[config.mk]
export PLATFORM = sky130hd
export DESIGN_NAME = count_enable_controller_flat
export DESIGN_NICKNAME = d
export VERILOG_FILES = /design/src/rtl/count_enable_controller_pkg.sv /design/src/rtl/count_enable_controller_if.sv /design/src/rtl/count_enable_controller_enable_prescaler.sv /design/src/rtl/count_enable_controller.sv /design/src/flat_wrapper.sv
export SDC_FILE = /design/constraint.sdc
export NUM_CORES = 1
export LEC_CHECK = 0
export ABC_AREA = 1
export CAP_MARGIN = 20
export CELL_PAD_IN_SITES_DETAIL_PLACEMENT = 0
export CELL_PAD_IN_SITES_GLOBAL_PLACEMENT = 1
export CORE_MARGIN = 2
export CORE_UTILIZATION = 43
export CTS_CLUSTER_SIZE = 40
export DETAILED_ROUTE_END_ITERATION = 10
export DONT_BUFFER_PORTS = 1
export PLACE_DENSITY = 0.78
export SLEW_MARGIN = 20
export SYNTH_ARGS = -nofsm -noshare
export SYNTH_HDL_FRONTEND = slang
export SYNTH_HIERARCHICAL = 1
export SYNTH_SLANG_ARGS = --single-unit
export TNS_END_PERCENT = 20
[constraint.sdc]
create_clock -name clk -period 1.8 [get_ports clk]
set_input_delay 0.18 -clock clk [delete_from_list [all_inputs] [get_ports clk]]
set_output_delay 0.18 -clock clk [all_outputs]
set_load 0.05 [all_outputs]
[src/rtl/count_enable_controller_pkg.sv]
// Shared definitions for the count-enable controller: FSM state encodings
// and the default parameter widths used by the interface and the top.
package count_enable_controller_pkg;

  localparam int DEFAULT_DIV_W = 8;
  localparam int DEFAULT_CNT_W = 4;
  localparam int STATE_W       = 2;

  typedef enum logic [STATE_W-1:0] {
    IDLE  = 2'd0,
    RUN   = 2'd1,
    PAUSE = 2'd2,
    DONE  = 2'd3
  } state_t;

endpackage

[src/rtl/count_enable_controller_if.sv]
// Request/configuration/status bundle between a sequencer (master) and the
// count-enable controller (slave). clk and clear stay outside the bundle.
interface count_enable_controller_if
  import count_enable_controller_pkg::*;
#(
  parameter int DIV_W = DEFAULT_DIV_W,
  parameter int CNT_W = DEFAULT_CNT_W
);

  logic               start;
  logic               stop;
  logic               hold;
  logic               step;
  logic [DIV_W-1:0]   div;
  logic [CNT_W-1:0]   limit;
  logic               count_enable;
  logic               counter_clear;
  logic [STATE_W-1:0] state;
  logic               done;

  modport master (
    output start, stop, hold, step, div, limit,
    input  count_enable, counter_clear, state, done
  );

  modport slave (
    input  start, stop, hold, step, div, limit,
    output count_enable, counter_clear, state, done
  );

endinterface

[src/rtl/count_enable_controller_enable_prescaler.sv]
// Prescaler down-counter for the count-enable controller. It reloads from
// div on load, counts down on advance (reloading when it reaches zero), and
// holds its value otherwise, so a pause freezes the enable phase.
module enable_prescaler #(
  parameter int DIV_W = 8
) (
  input  logic             clk,
  input  logic             clear,
  input  logic             load,
  input  logic             advance,
  input  logic [DIV_W-1:0] div,
  output logic             zero
);

  logic [DIV_W-1:0] pc;

  // Down-counter with explicit load, free-running reload at zero, and freeze
  always_ff @(posedge clk) begin
    if (!clear) begin
      pc <= '0;
    end else if (load) begin
      pc <= div;
    end else if (advance) begin
      if (pc == '0) begin
        pc <= div;
      end else begin
        pc <= pc - 1'b1;
      end
    end
  end

  assign zero = (pc == '0);

endmodule

[src/rtl/count_enable_controller.sv]
// Count-enable controller: sequences start/stop/hold/step requests and emits
// prescaled one-cycle count_enable pulses plus an active-low counter clear to
// a downstream 4-bit counter, stopping in DONE after limit pulses.
// Optional feature macro: COUNT_ENABLE_CONTROLLER_STEP_EN enables single-step
// pulses while paused; without it the step input is ignored.
module count_enable_controller
  import count_enable_controller_pkg::*;
#(
  parameter int DIV_W = DEFAULT_DIV_W,
  parameter int CNT_W = DEFAULT_CNT_W
) (
  input logic                       clk,
  input logic                       clear,
  count_enable_controller_if.slave  bus
);

  state_t           state;
  state_t           state_next;
  logic             enable_q;
  logic             enable_next;
  logic             clear_q;
  logic             clear_next;
  logic             done_q;
  logic [CNT_W-1:0] issued;
  logic [CNT_W-1:0] issued_next;
  logic [CNT_W-1:0] issued_inc;
  logic             load;
  logic             advance;
  logic             pulse;
  logic             pc_zero;
  logic             step_req;

`ifdef COUNT_ENABLE_CONTROLLER_STEP_EN
  assign step_req = bus.step;
`else
  logic unused_step;
  assign unused_step = bus.step;
  assign step_req    = 1'b0;
`endif

  assign issued_inc = issued + 1'b1;

  enable_prescaler #(
    .DIV_W (DIV_W)
  ) u_prescaler (
    .clk     (clk),
    .clear   (clear),
    .load    (load),
    .advance (advance),
    .div     (bus.div),
    .zero    (pc_zero)
  );

  // Next-state decode; the edge that releases a pause already runs the
  // prescaler so the total delay equals exactly the number of paused cycles
  always_comb begin
    state_next  = state;
    enable_next = 1'b0;
    clear_next  = 1'b1;
    issued_next = issued;
    load        = 1'b0;
    advance     = 1'b0;
    pulse       = 1'b0;
    case (state)
      IDLE, DONE: begin
        if (bus.start) begin
          state_next  = RUN;
          clear_next  = 1'b0;
          issued_next = '0;
          load        = 1'b1;
        end
      end
      RUN, PAUSE: begin
        if (bus.stop) begin
          state_next = IDLE;
        end else if (bus.hold) begin
          state_next = PAUSE;
          if (state == PAUSE) begin
            pulse = step_req;
          end
        end else begin
          state_next = RUN;
          advance    = 1'b1;
          pulse      = pc_zero;
        end
      end
    endcase
    if (pulse) begin
      enable_next = 1'b1;
      issued_next = issued_inc;
      if ((bus.limit != '0) && (issued_inc == bus.limit)) begin
        state_next = DONE;
      end
    end
  end

  // FSM state, issued counter and all registered outputs
  always_ff @(posedge clk) begin
    if (!clear) begin
      state    <= IDLE;
      enable_q <= 1'b0;
      clear_q  <= 1'b0;
      done_q   <= 1'b0;
      issued   <= '0;
    end else begin
      state    <= state_next;
      enable_q <= enable_next;
      clear_q  <= clear_next;
      done_q   <= (state_next == DONE);
      issued   <= issued_next;
    end
  end

  assign bus.count_enable  = enable_q;
  assign bus.counter_clear = clear_q;
  assign bus.state         = state;
  assign bus.done          = done_q;

endmodule

[src/flat_wrapper.sv]
// flat-port wrapper written by rule: the top's interface ports become plain ports
module count_enable_controller_flat import count_enable_controller_pkg::*;
#(
  parameter int DIV_W = DEFAULT_DIV_W,
  parameter int CNT_W = DEFAULT_CNT_W
)
  (clk, clear, bus_start, bus_stop, bus_hold, bus_step, bus_div, bus_limit, bus_count_enable, bus_counter_clear, bus_state, bus_done);
  count_enable_controller_if #(.DIV_W(DIV_W), .CNT_W(CNT_W)) bus_i ();
  input logic clk;
  input logic clear;
  input wire logic [$bits(bus_i.start)-1:0] bus_start;
  input wire logic [$bits(bus_i.stop)-1:0] bus_stop;
  input wire logic [$bits(bus_i.hold)-1:0] bus_hold;
  input wire logic [$bits(bus_i.step)-1:0] bus_step;
  input wire logic [$bits(bus_i.div)-1:0] bus_div;
  input wire logic [$bits(bus_i.limit)-1:0] bus_limit;
  output wire logic [$bits(bus_i.count_enable)-1:0] bus_count_enable;
  output wire logic [$bits(bus_i.counter_clear)-1:0] bus_counter_clear;
  output wire logic [$bits(bus_i.state)-1:0] bus_state;
  output wire logic [$bits(bus_i.done)-1:0] bus_done;
  assign bus_i.start = bus_start;
  assign bus_i.stop = bus_stop;
  assign bus_i.hold = bus_hold;
  assign bus_i.step = bus_step;
  assign bus_i.div = bus_div;
  assign bus_i.limit = bus_limit;
  assign bus_count_enable = bus_i.count_enable;
  assign bus_counter_clear = bus_i.counter_clear;
  assign bus_state = bus_i.state;
  assign bus_done = bus_i.done;
  count_enable_controller #(.DIV_W(DIV_W), .CNT_W(CNT_W)) u_core (.clk(clk), .clear(clear), .bus(bus_i));
endmodule
==> reports/results.txt <==
status: complete, no violations
synthesis-to-layout area growth: 8.532%
# fillers: 279
most common cell in the netlist: nand2_1
Seq cells post-synth: 17
reg2reg setup slack: 0.20 ns
DRT antenna net count: 0
number of setup buffers added after CTS: 0
Clock Skews: 0.003488 ns
clock sink count: 17
post-synthesis cell count: 165
total power: 977.9 uW
Initial Util: 44.80%
cell breakdown of the critical path: or2_1 > nand2_4 > nor2_1 > nand2_1 > inv_1 > nor2_4 > inv_2 > o21ai_0 > a21oi_2
Max VDD drop: 0.4279 mV
CP peak stage delay: 0.33 ns
Bufs and invs on worst path: 2
Power Dens Cells: 819.3 mW/mm^2
Final period util: 89.07%
synth cell count leaders: nand2_1 (42), inv_1 (22), dfxtp_1 (17), nand3_1 (14)
count of final setup violators: 0
Synth area leaders: dfxtp_1 (31%), nand2_1 (14%), inv_1 (7.5%)
DP Cell Count: 198
CP required: 1.99 ns
Slew @ Worst Pin: 0.4954 ns
Crit Path Category: reg2reg
synthesized area: 0.001100 mm^2
nets: 195
Yosys Warn Count: 6
Yosys top cell by area: dfxtp_1
RSZ-0062 raised after global routing: no
post-place setup slack: 0.2155 ns
Syn Nets: 186
Worst-path clk slew: 0.10 ns
Die H: 54.58 um
DIE AREA: 0.002978 mm^2
fmax: 623.8 MHz
design area: 0.001194 mm^2
kind of end point of the critical path: flip-flop
Post-DP Area: 0.001156 mm^2
Distinct cells, synth: 26
Crit path max-delay family: simple AND/OR/NAND/NOR gates
routed len/inst: 10.76 um
Min Hold Slack: 0.02465 ns
Ant. Diodes: 0
core area: 0.002455 mm^2
first-pass GRT wire length: 3636 um
worst setup margin: 0.1968 ns
io pins: 23
fin. max-slew vios: 0
Primary FF master, synth: dfxtp_1
post-layout minimum cycle time: 1.603 ns
Crit-path slowest cell: dfxtp_1
# DRC: 0
Vias/cell: 4.828
fin util: 48.62%
critical path fanouts, max: 9
Setup TNS Final: 0 ns
Hold Path Class: in2reg
Multi-input gate area: 643.1 um^2
Final Hold Fails: 0
asr flop ratio synth: 0%
Startpoint Class: flip-flop
TritonCTS Buffers: 3
Synth Area per Inst: 6.665 um^2
DRT iter0 DRCs: 11
I/O Buffers: 0
vias in the first global route: 867
number of flops mapped to enable cells by yosys: 0
dpl hpwl: 1747 um
Vias: 980
worst rel slew slack: 66.93%
H-tree lvl count: 1
# resized after CTS: 0
deepest clock path buffer count: 2
CP arrival: 1.79 ns
max cap viols: 0
non-filler cells, final: 203
antenna violations before repair: 0
CTS tree: built
share of the synthesized area in the top cell type: 30.94%
Pre-Repair DR Iteration Count: 4
register area: 340.3 um^2
latest clock arrival within the worst-skew pair: 0.29 ns
total gr overflow: 0
Detailed Route WL: 2184 um
hold_buf cts: 1
largest net degree at the start of global routing: 12
DIE WIDTH: 54.58 um
gpl congestion: 0.7913
Lkg Pwr: 0.5671 nW
sequential fraction of the synthesis area: 30.94%
fraction of layout cells with a size suffix above 1: 16.76%
row cnt: 18
Total Routing Usage GR: 17.05%
root buffer cell: clkbuf_4
==> report_power, final <==
| group | total, mW | internal, mW | switching (mW) | leakage, nW |
|---|---|---|---|---|
| Clock | 0.205 | 0.0825 | 0.122 | 0.0177 |
| Combinational | 0.326 | 0.127 | 0.198 | 0.410 |
| Sequential | 0.447 | 0.407 | 0.0405 | 0.139 |
| Total | 0.978 | 0.617 | 0.361 | 0.567 |
==> sequential cells by signal, indices dropped and copies added (netlist names) <==
signal and flops:
u_core/u_prescaler/pc 8, u_core/bus.state 2, u_core/issued 4, u_core/bus.counter_clear 1, u_core/bus.count_enable 1, u_core/bus.done 1
==> cells by family (layout without fill, tap and decap cells) <==
logic type | after synthesis | in the layout | synth area share [%]
flip-flops | 17 | 17 | 30.94
adder cells (fa/ha/maj) | 3 | 3 | 3.413
XOR/XNOR | 3 | 3 | 2.390
buffers and inverters | 29 | 37 | 10.58
AO/OA/AOI/OAI | 27 | 27 | 14.22
AND/OR/NAND/NOR | 86 | 86 | 38.45
==> per-layer routing <==
metal / GRT usage [%] / vias up / part of all wire [%]
li1: - / 540 / -
met1: 19.93 / 427 / 47
met2: 30.92 / 11 / 50
met3: 2.732 / 2 / 2.6
met4: 6.250 / 0 / 0.69
met5: 0 / - / 0
==> path summary, 6_finish.rpt <==
check / start / to / cells past startpoint
min: clear / u_core/bus.state[0] / 2
max: u_core/bus.state[0] / u_core/u_prescaler/pc[3] / 9
max reg2reg: u_core/bus.state[0] / u_core/u_prescaler/pc[3] / 9
min reg2reg: u_core/issued[3] / u_core/issued[3] / 2
==> cell usage in the layout (no fill, tap or decap), types with 3 or more instances in the layout <==
cell and n:
a21oi_1 12, a21oi_2 3, buf_4 4, clkbuf_4 3
dfxtp_1 17, ha_1 3, inv_1 22, inv_2 5
nand2_1 42, nand3_1 14, nand4_1 3, nor2_1 12
nor2_2 3, nor2_4 4, o21ai_0 7
==> worst reg2reg max path, cell delays in order, from the launching register on <==
cell and delay, ns:
dfxtp_1 0.33, or2_1 0.26, nand2_4 0.10, nor2_1 0.07, nand2_1 0.08, inv_1 0.07, nor2_4 0.21, inv_2 0.13
o21ai_0 0.22, a21oi_2 0.04
==> area by class of cell <==
type / count / share of cell area, %
Tap cell: 30 / 3.145
Multi-Input combinational cell: 119 / 53.88
Timing Repair Buffer: 5 / 3.354
Clock inverter: 1 / 0.4193
Clock buffer: 3 / 1.887
Sequential cell: 17 / 28.51
Inverter: 28 / 8.805
Note: power is estimated with default switching activity, not from simulation.
